File: src/rtl/uart_pkg.sv
// uart_pkg: shared constants for the UART receiver.
//   - 4-bit receiver FSM state encodings (also driven out on STATE)
//   - parity mode selectors and the oversampling ratio
//   - ERR bit positions and a parity-check helper
package uart_pkg;

  localparam int OVERSAMPLE = 16;

  localparam logic [3:0] ST_IDLE      = 4'd0;
  localparam logic [3:0] ST_START     = 4'd1;
  localparam logic [3:0] ST_DATA      = 4'd2;
  localparam logic [3:0] ST_PARITY    = 4'd3;
  localparam logic [3:0] ST_STOP      = 4'd4;
  localparam logic [3:0] ST_WAIT_HIGH = 4'd5;

  localparam int PAR_NONE = 0;
  localparam int PAR_ODD  = 1;
  localparam int PAR_EVEN = 2;

  // Bit positions inside ERR = {OVERRUN, PARITY_ERR, FRAME_ERR}
  localparam int ERR_FRAME   = 0;
  localparam int ERR_PARITY  = 1;
  localparam int ERR_OVERRUN = 2;

  // True when the received parity bit disagrees with the mode.
  // data_xor is the XOR of all data bits.
  function automatic logic parity_bad(input int mode, input logic data_xor, input logic par_bit);
    if (mode == PAR_ODD) begin
      parity_bad = ~(data_xor ^ par_bit);  // total ones must be odd
    end else begin
      parity_bad = data_xor ^ par_bit;     // total ones must be even
    end
  endfunction

endpackage

File: src/rtl/sync_fifo.sv
// sync_fifo: small first-word fall-through FIFO.
//   clk, rst_n      : clock, asynchronous active-low reset
//   wr_en, wr_data  : push request and word
//   rd_en           : pop request (ignored when empty)
//   rd_data         : head word, forced to 0 while empty
//   valid, full     : not-empty / full flags
//   count           : occupancy 0..DEPTH
// A push while full is accepted only if a pop happens in the same cycle.
module sync_fifo #(
  parameter int WIDTH = 8,
  parameter int DEPTH = 4
) (
  input  logic                     clk,
  input  logic                     rst_n,
  input  logic                     wr_en,
  input  logic [WIDTH-1:0]         wr_data,
  input  logic                     rd_en,
  output logic [WIDTH-1:0]         rd_data,
  output logic                     valid,
  output logic                     full,
  output logic [$clog2(DEPTH):0]   count
);

  localparam int AW = $clog2(DEPTH);
  localparam logic [AW:0] FULL_CNT = (AW+1)'(DEPTH);

  logic [WIDTH-1:0] mem [DEPTH];
  logic [AW-1:0]    wr_ptr_q, wr_ptr_d;
  logic [AW-1:0]    rd_ptr_q, rd_ptr_d;
  logic [AW:0]      count_q, count_d;
  logic             do_wr, do_rd;

  always_comb begin
    do_rd    = rd_en && (count_q != '0);
    do_wr    = wr_en && ((count_q != FULL_CNT) || do_rd);
    // Power-of-two depth: pointers wrap naturally
    wr_ptr_d = do_wr ? wr_ptr_q + AW'(1) : wr_ptr_q;
    rd_ptr_d = do_rd ? rd_ptr_q + AW'(1) : rd_ptr_q;
    count_d  = count_q;
    if (do_wr && !do_rd) begin
      count_d = count_q + (AW+1)'(1);
    end else if (do_rd && !do_wr) begin
      count_d = count_q - (AW+1)'(1);
    end
  end

  always_ff @(posedge clk or negedge rst_n) begin
    if (!rst_n) begin
      wr_ptr_q <= '0;
      rd_ptr_q <= '0;
      count_q  <= '0;
    end else begin
      wr_ptr_q <= wr_ptr_d;
      rd_ptr_q <= rd_ptr_d;
      count_q  <= count_d;
    end
  end

  // Storage needs no reset: the head is masked while empty
  always_ff @(posedge clk) begin
    if (do_wr) begin
      mem[wr_ptr_q] <= wr_data;
    end
  end

  assign valid   = (count_q != '0);
  assign full    = (count_q == FULL_CNT);
  assign count   = count_q;
  assign rd_data = valid ? mem[rd_ptr_q] : '0;

endmodule

File: src/rtl/uart_rx_fifo.sv
// uart_rx_fifo: 16x oversampling UART receiver feeding a FWFT FIFO.
//   CLK, RST_N : clock; async-assert / sync-deassert active-low reset
//   RXD_PIN    : asynchronous serial line, idle high
//   EN         : receive enable; dropping it aborts a frame in progress
//   RD         : pop FIFO head
//   DATA/VALID : FIFO head word and not-empty flag
//   FULL/COUNT : FIFO full flag and occupancy
//   ERR        : sticky {OVERRUN, PARITY_ERR, FRAME_ERR}, cleared by CLR_ERR
//   STATE      : receiver FSM state, for debug
module uart_rx_fifo
  import uart_pkg::*;
#(
  parameter int CLK_FREQ = 100_000_000,
  parameter int BAUD     = 9_600,
  parameter int WORDSZ   = 8,
  parameter int PARITY   = 0,
  parameter int DEPTH    = 4
) (
  input  logic                     CLK,
  input  logic                     RST_N,
  input  logic                     RXD_PIN,
  input  logic                     EN,
  input  logic                     RD,
  output logic [WORDSZ-1:0]        DATA,
  output logic                     VALID,
  output logic                     FULL,
  output logic [$clog2(DEPTH):0]   COUNT,
  output logic [2:0]               ERR,
  input  logic                     CLR_ERR,
  output logic [3:0]               STATE
);

  localparam int DIV_RAW = CLK_FREQ / (BAUD * OVERSAMPLE);
  localparam int DIV     = (DIV_RAW < 1) ? 1 : DIV_RAW;
  localparam int DW      = (DIV > 1) ? $clog2(DIV) : 1;
  localparam logic [DW-1:0] DIV_LAST = DW'(DIV - 1);
  localparam int BW      = $clog2(WORDSZ);
  localparam logic [BW-1:0] BIT_LAST = BW'(WORDSZ - 1);

  // Reset: asserts immediately, releases two clocks later on CLK
  logic [1:0] rst_sync_q, rst_sync_d;
  logic       rst_int_n;

  always_comb rst_sync_d = {rst_sync_q[0], 1'b1};

  always_ff @(posedge CLK or negedge RST_N) begin
    if (!RST_N) rst_sync_q <= 2'b00;
    else        rst_sync_q <= rst_sync_d;
  end

  assign rst_int_n = rst_sync_q[1];

  logic              rx_meta_q, rx_meta_d, rx_sync_q, rx_sync_d, rx_prev_q, rx_prev_d;
  logic [1:0]        prime_q, prime_d;
  logic [DW-1:0]     div_q, div_d;
  logic [3:0]        tick_cnt_q, tick_cnt_d;
  logic [BW-1:0]     bit_cnt_q, bit_cnt_d;
  logic [WORDSZ-1:0] shift_q, shift_d;
  logic [WORDSZ-1:0] push_data_q, push_data_d;
  logic [3:0]        state_q, state_d;
  logic              discard_q, discard_d;
  logic              push_q, push_d;
  logic [2:0]        err_q, err_d, err_set;
  logic              tick, sample, fall;

  always_comb begin
    rx_meta_d = RXD_PIN;
    rx_sync_d = rx_meta_q;
    rx_prev_d = rx_sync_q;
    // Edge detection is held off until the synchronizer and rx_prev carry
    // real line values, so a line already low at reset release is not a start
    prime_d   = (prime_q == 2'd3) ? prime_q : prime_q + 2'd1;
    fall      = (prime_q == 2'd3) && rx_prev_q && !rx_sync_q;

    tick      = (div_q == DIV_LAST);
    div_d     = tick ? '0 : div_q + DW'(1);
    // Bit centres: 16th tick since the previous sample point
    sample    = tick && (tick_cnt_q == 4'd15);

    state_d     = state_q;
    tick_cnt_d  = tick ? tick_cnt_q + 4'd1 : tick_cnt_q;
    bit_cnt_d   = bit_cnt_q;
    shift_d     = shift_q;
    discard_d   = discard_q;
    push_d      = 1'b0;
    push_data_d = push_data_q;
    err_set     = 3'b000;

    case (state_q)
      ST_IDLE: begin
        if (EN && fall) begin
          state_d    = ST_START;
          div_d      = '0;
          tick_cnt_d = '0;
          bit_cnt_d  = '0;
          discard_d  = 1'b0;
        end
      end
      ST_START: begin
        // Middle of the start bit; a high line here was a glitch
        if (tick && tick_cnt_q == 4'd7) begin
          tick_cnt_d = '0;
          state_d    = rx_sync_q ? ST_IDLE : ST_DATA;
        end
      end
      ST_DATA: begin
        if (sample) begin
          shift_d   = {rx_sync_q, shift_q[WORDSZ-1:1]};  // LSB arrives first
          bit_cnt_d = bit_cnt_q + BW'(1);
          if (bit_cnt_q == BIT_LAST) begin
            state_d = (PARITY != PAR_NONE) ? ST_PARITY : ST_STOP;
          end
        end
      end
      ST_PARITY: begin
        if (sample) begin
          if (parity_bad(PARITY, ^shift_q, rx_sync_q)) begin
            discard_d           = 1'b1;
            err_set[ERR_PARITY] = 1'b1;
          end
          state_d = ST_STOP;
        end
      end
      ST_STOP: begin
        if (sample) begin
          if (rx_sync_q) begin
            push_d      = !discard_q;
            push_data_d = shift_q;
            state_d     = ST_IDLE;
          end else begin
            err_set[ERR_FRAME] = 1'b1;
            state_d            = ST_WAIT_HIGH;
          end
        end
      end
      ST_WAIT_HIGH: begin
        // Ride out a break without decoding it as frames
        if (rx_sync_q) state_d = ST_IDLE;
      end
      default: state_d = ST_IDLE;
    endcase

    if (!EN && state_q != ST_IDLE) begin
      state_d = ST_IDLE;
    end

    // Push lands while full and nobody pops: word is lost
    err_set[ERR_OVERRUN] = push_q && FULL && !RD;
    // Set dominates clear
    err_d = (CLR_ERR ? 3'b000 : err_q) | err_set;
  end

  always_ff @(posedge CLK or negedge rst_int_n) begin
    if (!rst_int_n) begin
      rx_meta_q   <= 1'b1;
      rx_sync_q   <= 1'b1;
      rx_prev_q   <= 1'b1;
      prime_q     <= 2'd0;
      div_q       <= '0;
      tick_cnt_q  <= '0;
      bit_cnt_q   <= '0;
      shift_q     <= '0;
      push_data_q <= '0;
      state_q     <= ST_IDLE;
      discard_q   <= 1'b0;
      push_q      <= 1'b0;
      err_q       <= 3'b000;
    end else begin
      rx_meta_q   <= rx_meta_d;
      rx_sync_q   <= rx_sync_d;
      rx_prev_q   <= rx_prev_d;
      prime_q     <= prime_d;
      div_q       <= div_d;
      tick_cnt_q  <= tick_cnt_d;
      bit_cnt_q   <= bit_cnt_d;
      shift_q     <= shift_d;
      push_data_q <= push_data_d;
      state_q     <= state_d;
      discard_q   <= discard_d;
      push_q      <= push_d;
      err_q       <= err_d;
    end
  end

  sync_fifo #(
    .WIDTH (WORDSZ),
    .DEPTH (DEPTH)
  ) u_fifo (
    .clk     (CLK),
    .rst_n   (rst_int_n),
    .wr_en   (push_q),
    .wr_data (push_data_q),
    .rd_en   (RD),
    .rd_data (DATA),
    .valid   (VALID),
    .full    (FULL),
    .count   (COUNT)
  );

  assign ERR   = err_q;
  assign STATE = state_q;

endmodule

File: config.mk
export PLATFORM = sky130hd
export DESIGN_NAME = uart_rx_fifo
export DESIGN_NICKNAME = d
export VERILOG_FILES = /design/src/rtl/uart_pkg.sv /design/src/rtl/sync_fifo.sv /design/src/rtl/uart_rx_fifo.sv
export SDC_FILE = /design/constraint.sdc
export NUM_CORES = 1
export LEC_CHECK = 0
export ABC_CLOCK_PERIOD_IN_PS = 4000
export BUFFER_PORTS_ARGS = -buffer_cell sky130_fd_sc_hd__buf_2
export CELL_PAD_IN_SITES_DETAIL_PLACEMENT = 1
export CELL_PAD_IN_SITES_GLOBAL_PLACEMENT = 1
export CORE_AREA = 2 2 107 130
export DETAILED_ROUTE_END_ITERATION = 7
export DIE_AREA = 0 0 109 132
export PLACE_DENSITY_LB_ADDON = 0.1
export SYNTH_ARGS = -nofsm -noshare
export SYNTH_HDL_FRONTEND = slang
export SYNTH_SLANG_ARGS = --single-unit
File: constraint.sdc
create_clock -name CLK -period 4 [get_ports CLK]
set_input_delay 0.8 -clock CLK [delete_from_list [all_inputs] [get_ports CLK]]
set_output_delay 0.8 -clock CLK [all_outputs]
set_load 0.01 [all_outputs]
# Word-level counts from Yosys, hierarchy flattened
# Memory sizes are Yosys's and may differ from the RTL's.
# Cells that the tools add are included.
[word_totals]
reg_bits = 56
mem_bits_rw = 32
input_bits = 6
out_inout_bits = 20
mem_count = 1
[classes]
addsub = 8
n_eq_ne = 23
muxes = 42
bitwise_logic = 2
n_reduce_logical = 31
[mem_list]
columns = ["name", "words", "word_bits", "rd", "rd_clocked_by_memory_dff", "write_ports", "line", "rtl"]
rows = [
  ["u_fifo.mem", 4, 8, 1, 0, 1, "sync_fifo.sv:27", "logic [WIDTH-1:0] mem [DEPTH];"],
]
[ops]
columns = ["op", "count"]
rows = [
  ["$mux 4", 11],
  ["$mux 10", 3],
  ["$ne 3x3->1 const B", 8],
  ["$pmux 4 s6", 1],
  ["$mux 3", 6],
  ["$mux 1", 16],
  ["$eq 4x3->1 const B", 3],
  ["$logic_and 1x1->1", 12],
  ["$add 10x1->10 const B", 1],
  ["$eq 10x10->1 const B", 1],
  ["$eq 4x2->1 const B", 2],
  ["$mux 8", 1],
  ["$ne 2x2->1 const B", 4],
  ["$pmux 4 s2", 1],
  ["$reduce_xor 8->1", 1],
  ["$reduce_and 7->1", 1],
  ["$add 2x1->2 const B", 3],
  ["$add 3x1->3 const B", 2],
  ["$eq 3x3->1 const B", 2],
  ["$logic_not 1->1", 6],
  ["$pmux 3 s2", 1],
  ["$reduce_and 3->1", 2],
  ["$reduce_bool 2->1", 3],
  ["$add 4x1->4 const B", 1],
  ["14 further kinds", 14],
]

# Longest topological paths before layout
# Gate-level depths: netlist (run 1).
[logic_depth]
depth_word = 8
depth_mapped = 10

# Modules after synthesis
# Synthesis (run 1) repeated with hierarchy kept, for this count alone.
[unflattened]
cells_unflattened = 277
hier_area_um2 = 3847.4
[by_module_without_submodules]
columns = ["module", "instances", "cells_per_inst", "area_each_um2", "seq_area_each_um2"]
rows = [
  ["uart_rx_fifo", 1, 191, 2202.1, 1204.9],
  ["sync_fifo", 1, 86, 1645.3, 1136.1],
]

# Worst setup path after synthesis (run 1)
# OpenSTA, ideal clock, no wires.
[synth_path]
kind = "register to output"
startpoint = "register u_fifo.rd_ptr_q[0]"
endpoint = "output port DATA[0]"
arrival_time_ns = 1.530
slack_ns = 1.670
stages_incl_launch_ff = 4
n_path_buf = 1
cell_sequence = "dfrtp_1 clkbuf_1 mux4_2 and2_1"
[synth_via]
elab_chain_len = 2
[synth_rtl]
columns = ["element", "line", "rtl"]
rows = [
  ["start: declaration", "sync_fifo.sv:29", "logic [AW-1:0] rd_ptr_q, rd_ptr_d;"],
  ["start signal: assignment", "sync_fifo.sv:54", "rd_ptr_q <= rd_ptr_d;"],
  ["$mem_v2 4x8", "--", ""],
  ["$mux 8", "sync_fifo.sv:69", "assign rd_data = valid ? mem[rd_ptr_q] : '0;"],
  ["end: declaration", "uart_rx_fifo.sv:24", "output logic [WORDSZ-1:0] DATA,"],
]
# Every way passes these cells.

# Final worst setup path (run 1)
# Same ends and word-level chain as after synthesis.

==> out/metrics.csv, run 1 <==
metric,value,unit
ant_nets,0,
vias_per_cell,4.60,
drc,0,
core_area,0.0131,sq mm
synth_ff_type,dfrtp_1,
synth_top_area_share,0.335,
whs,0.206,ns
finalCriticalPeriod,2.75,ns
tightest_slew,0.605,ns
antenna_found_initial,0,
cts_setup_buffers,0,
synth.most_common_cell,dfrtp_1,
portBuffers,24,
ctsHoldBuffers,0,
seq_area,0.00234,sq mm
cts_buffers,9,
holdCritPathClass,reg -> async,
crit_path_end_kind,output port,
crit-reg2reg-launch,u_fifo.count[0],
synth_edf_count,32,
power.density,431,mW/mm^2
synth_adder_area_share,0.0406,
layout-drive-gt1-share,0.241,
dr.pass1.iters,4,
clockBufferDepth,2,
grt_remaining_overflow,0,
slew_violations,0,
io_pins,26,
fmax,364,MHz
cts.clk_slew.worst_paths,0.06,ns
finalCritPeriodShare,0.687,
fin_util,0.344,
critical_path_depth,3,
finClkSkew,0.00510,ns
synthXorXnorAreaFrac,0.0554,
cp_max_fo,10,
synth-simple-area-share,0.129,
yosys_register_bits,87,
syn_to_final_growth,15.7,%
syn_avg_cell_area,14.3,sq um
die_w,109,microns
critPathTopFamily,flip-flops,
clk-insertion-delay-late,0.33,ns
hpwl,5.12,mm
htreeDepth,3,
r2r_slack,1.72,ns
max_stage_delay,0.73,ns
num_vias,2166,
mappedNetlistNets,289,
cp_num_buf_inv,1,
cap_violations,0,
synthTopCellsByCount,"dfrtp_1, edfxtp_1, nor2_1",
seq_area_frac_synth,0.603,
nets,317,
grt_first_pass_wirelength,12.4,mm
reg2reg_depth,8,
slew-limit-headroom,0.597,
post_cts_resized,0,
cp.required,3.20,ns
synth_cell_types,52,
rsz0062_at_grt,no,
placed_area,0.00419,sq mm
synth_area_leader_cell,dfrtp_1,
multi_input_area,0.00147,sq mm
dieArea,0.0144,sq mm
setup_tns,0,ns
peakVddDrop,0.190,mV
synth_area_leaders,"dfrtp_1, edfxtp_1, mux4_2",
cts_sinks,87,
r2r-end,u_fifo.count[2],
synth_compound_area_frac,0.0322,
path_cells,"mux4_2, and2_1, buf_2",
setup_violations,0,
grt_start_max_net_pins,36,
wirelength,7.40,mm
startpoint,u_fifo.rd_ptr_q[0],
start_util,0.297,
synthMuxAreaShare,0.118,
async_flop_share,0.632,
yosysWarnings,0,
grt_use_total,0.113,
syn_inst,271,
diodes,0,
worstSetupPathType,reg -> out,
crit_path_start_kind,flip-flop,
dieHeight,132,microns
drt_iter0_markers,40,
place_congestion,0.693,
final-hold-violation-count,0,
worstPathArrival,1.95,ns
tritoncts,done,
routedWlPerCell,15.7,microns
grt_pass1_vias,2320,
root_buffer,clkbuf_16,
rows,46,
final_cell_area,0.00450,sq mm
syn_area,0.00388,sq mm
crit_path_end,DATA[0],
crit_slowest_cell,dfrtp_1,
p_leak,0.00201,uW
num-fill-cells,1357,
synth_top_family_by_area,simple AND/OR/NAND/NOR gates,
power.total,1940,uW
status,"complete, no violations",
-- flip-flops by register name, summed over array words and instances (netlist names), 2 cells and up --
| signal | flops |
|---|---|
| rst_sync_q | 2 |
| push_data_q | 8 |
| u_fifo.wr_ptr_q | 2 |
| u_fifo.count | 3 |
| bit_cnt_q | 3 |
| STATE | 3 |
| prime_q | 2 |
| shift_q | 8 |
| div_q | 10 |
| u_fifo.rd_ptr_q | 2 |
| ERR | 3 |
| tick_cnt_q | 4 |
| u_fifo.mem | 32 |
-- worst min-delay path by stage --
stage | startpoint | endpoint | slack, ns | cells past startpoint
floorplan | rst_sync_q[0] | rst_sync_q[1] | 0.33 | 0
global placement | rst_sync_q[1] | push_data_q[1] | 0.24 | 0
detailed placement | rst_sync_q[1] | push_data_q[1] | 0.25 | 0
CTS | RST_N | rst_sync_q[0] | 0.23 | 1
global route | RST_N | rst_sync_q[1] | 0.23 | 1
finish | rst_sync_q[1] | push_data_q[1] | 0.21 | 0
-- placed cells by master, fill, tap and decap left out, types with 3 or more instances in the layout --
cell type  netlist  routed
buf_2            1      24
or3_1            3       3
dfrtp_1         52      51
mux4_2           8       8
inv_1            7       7
nor2_1          15      15
nand3_1          7       7
mux2_2           6       6
nor2b_1          7       7
nor3b_1          4       4
a21oi_1          4       4
mux2_4           8       8
clkbuf_16        0       9
xnor2_1         12      12
xor2_1          10      10
nand2_1         12      12
buf_4            2       3
mux2_1           7       7
and2_1          12      12
nand3b_1         3       3
dfstp_2          3       3
ha_1            11      11
edfxtp_1        32      32
nor3_1           3       3
nand4_1          3       3
-- cell type report --
class                           count  area share
Clock inverter                      4      0.0159
Sequential cell                    87       0.521
Timing Repair Buffer               27      0.0317
Clock buffer                       11      0.0518
Multi-Input combinational cell    167       0.327
Tap cell                          168      0.0468
Inverter                            7     0.00584
-- per-stage QoR --
stage / cells / worst slack, ns
after floorplan: 271 / 1.67
after global placement: 456 / 1.52
after detailed placement: 456 / 1.41
after CTS: 471 / 1.17
after global routing: 471 / 1.10
final: 471 / 1.25
-- metal layers --
metal,global-route usage,vias up,part of all wire
li1,-,1025,-
met1,0.137,1108,0.44
met2,0.190,22,0.52
met3,0.0193,11,0.021
met4,0.0556,0,0.019
met5,0,-,0
-- power breakdown --
part | internal (uW) | switching (uW)
sequential | 946 | 37.0
clock | 542 | 336
combinational | 32.5 | 43.8
total | 1520 | 417
-- cells by family (layout without fill, tap and decap cells) --
group | count (synthesis) | in the layout
buffers and inverters | 17 | 49
adders and majority gates | 12 | 12
other | 2 | 2
AOI/OAI and AO/OA | 16 | 16
DFF | 87 | 87
xor gates and xnor gates | 23 | 23
and+or+nand+nor | 84 | 84
muxes | 30 | 30
No activity file was read; power rests on OpenSTA's default activity.
==> inputs of run 2 (changes only) <==
Settings changed: ABC_CLOCK_PERIOD_IN_PS 4000 to 2600.
Clock period 4 ns to 2.6 ns, I/O delays scaled along.
==> run 2 against run 1 <==
Clock skew increased by 0.0019 ns; critical path depth grew 6; total power increased by 54%; clock power rose by 55%; sequential power up 54%; sequential cell count stayed put; register-to-register slack got worse by 1.4 ns; non-clock buffer count increased by 7; critical path type is now reg -> reg; critical endpoint is now u_fifo.count[2]; largest power group unchanged.
==> out/metrics.csv, run 2 (synthesis gave the netlist of run 1 again) <==
metric,value,unit,change
power.density,657,mW/mm^2,was 431 mW/mm^2
root_buffer,clkbuf_16,,unchanged
cp.required,2.86,ns,was 3.20 ns
antenna_found_initial,0,,unchanged
final_common_cell,dfrtp_1,,unchanged
holdCritPathClass,reg -> async,,unchanged
io_pins,26,,unchanged
num_vias,2189,,was 2166
worstPathArrival,2.56,ns,was 1.95 ns
hpwl,5.26,mm,was 5.12 mm
clockBufferDepth,2,,unchanged
start_util,0.297,,unchanged
drt_iter0_markers,66,,was 40
largest_reg_flops,32,,unchanged
p_leak,0.00205,uW,was 0.00201 uW
portBuffers,24,,unchanged
rows,46,,unchanged
wirelength,7.42,mm,was 7.40 mm
final_cell_mix,"dfrtp_1, edfxtp_1, buf_2",,unchanged
finalCriticalPeriod,2.30,ns,
status,"complete, no violations",,unchanged
peakVddDrop,0.258,mV,was 0.190 mV
finClkSkew,0.00696,ns,was 0.00510 ns
final-hold-violation-count,0,,unchanged
cp_max_fo,7,,was 10
fmax,434,MHz,
dr.pass1.iters,4,,unchanged
power.total,2990,uW,was 1940 uW
crit_path_end_kind,flip-flop,,was output port
layout-drive-gt1-share,0.257,,was 0.241
drc,0,,unchanged
slew-limit-headroom,0.664,,was 0.597
nets,324,,was 317
vias_per_cell,4.57,,was 4.60
place_congestion,0.721,,was 0.693
final_cell_area,0.00456,sq mm,was 0.00450 sq mm
clk-insertion-delay-late,0.34,ns,was 0.33 ns
tritoncts,done,,unchanged
dieArea,0.0144,sq mm,unchanged
crit_path_start_kind,flip-flop,,unchanged
die_w,109,microns,unchanged
num-fill-cells,1358,,was 1357
core_area,0.0131,sq mm,unchanged
tightest_slew,0.504,ns,was 0.605 ns
diodes,0,,unchanged
slew_violations,0,,unchanged
cap_violations,0,,unchanged
worstSetupPathType,reg -> reg,,was reg -> out
htreeDepth,3,,unchanged
setup_violations,0,,unchanged
cts_buffers,9,,unchanged
grt_remaining_overflow,0,,unchanged
grt_use_total,0.112,,was 0.113
dieHeight,132,microns,unchanged
syn_to_final_growth,17.3,%,was 15.7%
finalCritPeriodShare,0.886,,
grt_start_max_net_pins,21,,was 36
grt_first_pass_wirelength,12.3,mm,was 12.4 mm
reg_top3,"u_fifo.mem: 32 flops, div_q: 10 flops",,unchanged
grt_pass1_vias,2321,,was 2320
rsz0062_at_grt,no,,unchanged
routedWlPerCell,15.5,microns,was 15.7 microns
cts.clk_slew.worst_paths,0.06,ns,about the same
ant_nets,0,,unchanged
placed_area,0.00424,sq mm,was 0.00419 sq mm
setup_tns,0,ns,unchanged
cts_sinks,87,,unchanged
post_cts_resized,0,,unchanged
top_register,u_fifo.mem,,unchanged
[run 2: cell count changes in the layout (fill, tap and decap cells not counted)]
cell / change
clkinv_2: +1
buf_4: +6
clkinv_1: -1
dlygate4sd3_1: +1
clkbuf_1: +1
[run 2: critical path, cell delays in order (launching register included)]
cell and delay, ns:
dfrtp_1 0.40, nor3b_1 0.15, nor2b_1 0.16, nor2b_1 0.39, ha_1 0.28, inv_1 0.06, fa_1 0.38, xor2_1 0.15
nor2_1 0.11, xor2_1 0.15
[run 2: path summary, 6_finish.rpt]
path	slack [ns]	start	to	cells past startpoint
worst max-delay path	0.30	u_fifo.count[2]	u_fifo.count[2]	9
worst min-delay path	0.21	rst_sync_q[1]	shift_q[1]	0
worst max register to register	0.30	u_fifo.count[2]	u_fifo.count[2]	9
worst min register to register	0.21	rst_sync_q[1]	shift_q[1]	0
max in group asynchronous	1.75	rst_sync_q[1]	u_fifo.rd_ptr_q[1]	1
min in group CLK	0.28	RXD_PIN	rx_meta_q	1
[run 2: metal layers]
layer	vias up	wire (microns)	global-route usage
met5	-	0	0
met3	8	222	0.0282
met2	25	3800	0.186
met1	1115	3270	0.137
li1	1041	-	-
met4	0	123	0.0470
[run 2: final cells by class]
type                            count  area, sq um  share of cell area
Multi-Input combinational cell    167         1470               0.323
Timing Repair Buffer               34          198              0.0434
Sequential cell                    87         2340               0.514
Clock buffer                       12          236              0.0519
Clock inverter                      4         72.6              0.0159
Tap cell                          168          210              0.0461
Inverter                            7         26.3             0.00577
[run 2: power by group]
group	internal (uW)	leakage (uW)	switching [uW]	total, uW
Combinational	52.8	0.000805	68.4	121
Clock	842	0.000147	520	1360
Sequential	1450	0.00110	55.2	1510
[run 2: what timing repair did]
item	4_1_cts	5_1_grt
hold endpoints to repair	2	0
hold buffers	1	0
setup buffers	0	0
setup endpoints to repair	0	0
[run 2: stage by stage]
stage               std cells   util  setup WS [ns]  hold slack [ns]
floorplan                 271      -          0.294            0.224
global placement          462  0.324          0.378            0.227
detailed placement        462  0.324          0.280            0.229
CTS                       479  0.349          0.254            0.236
global route              479  0.349         0.0805            0.258
finish                    479  0.349          0.295            0.208
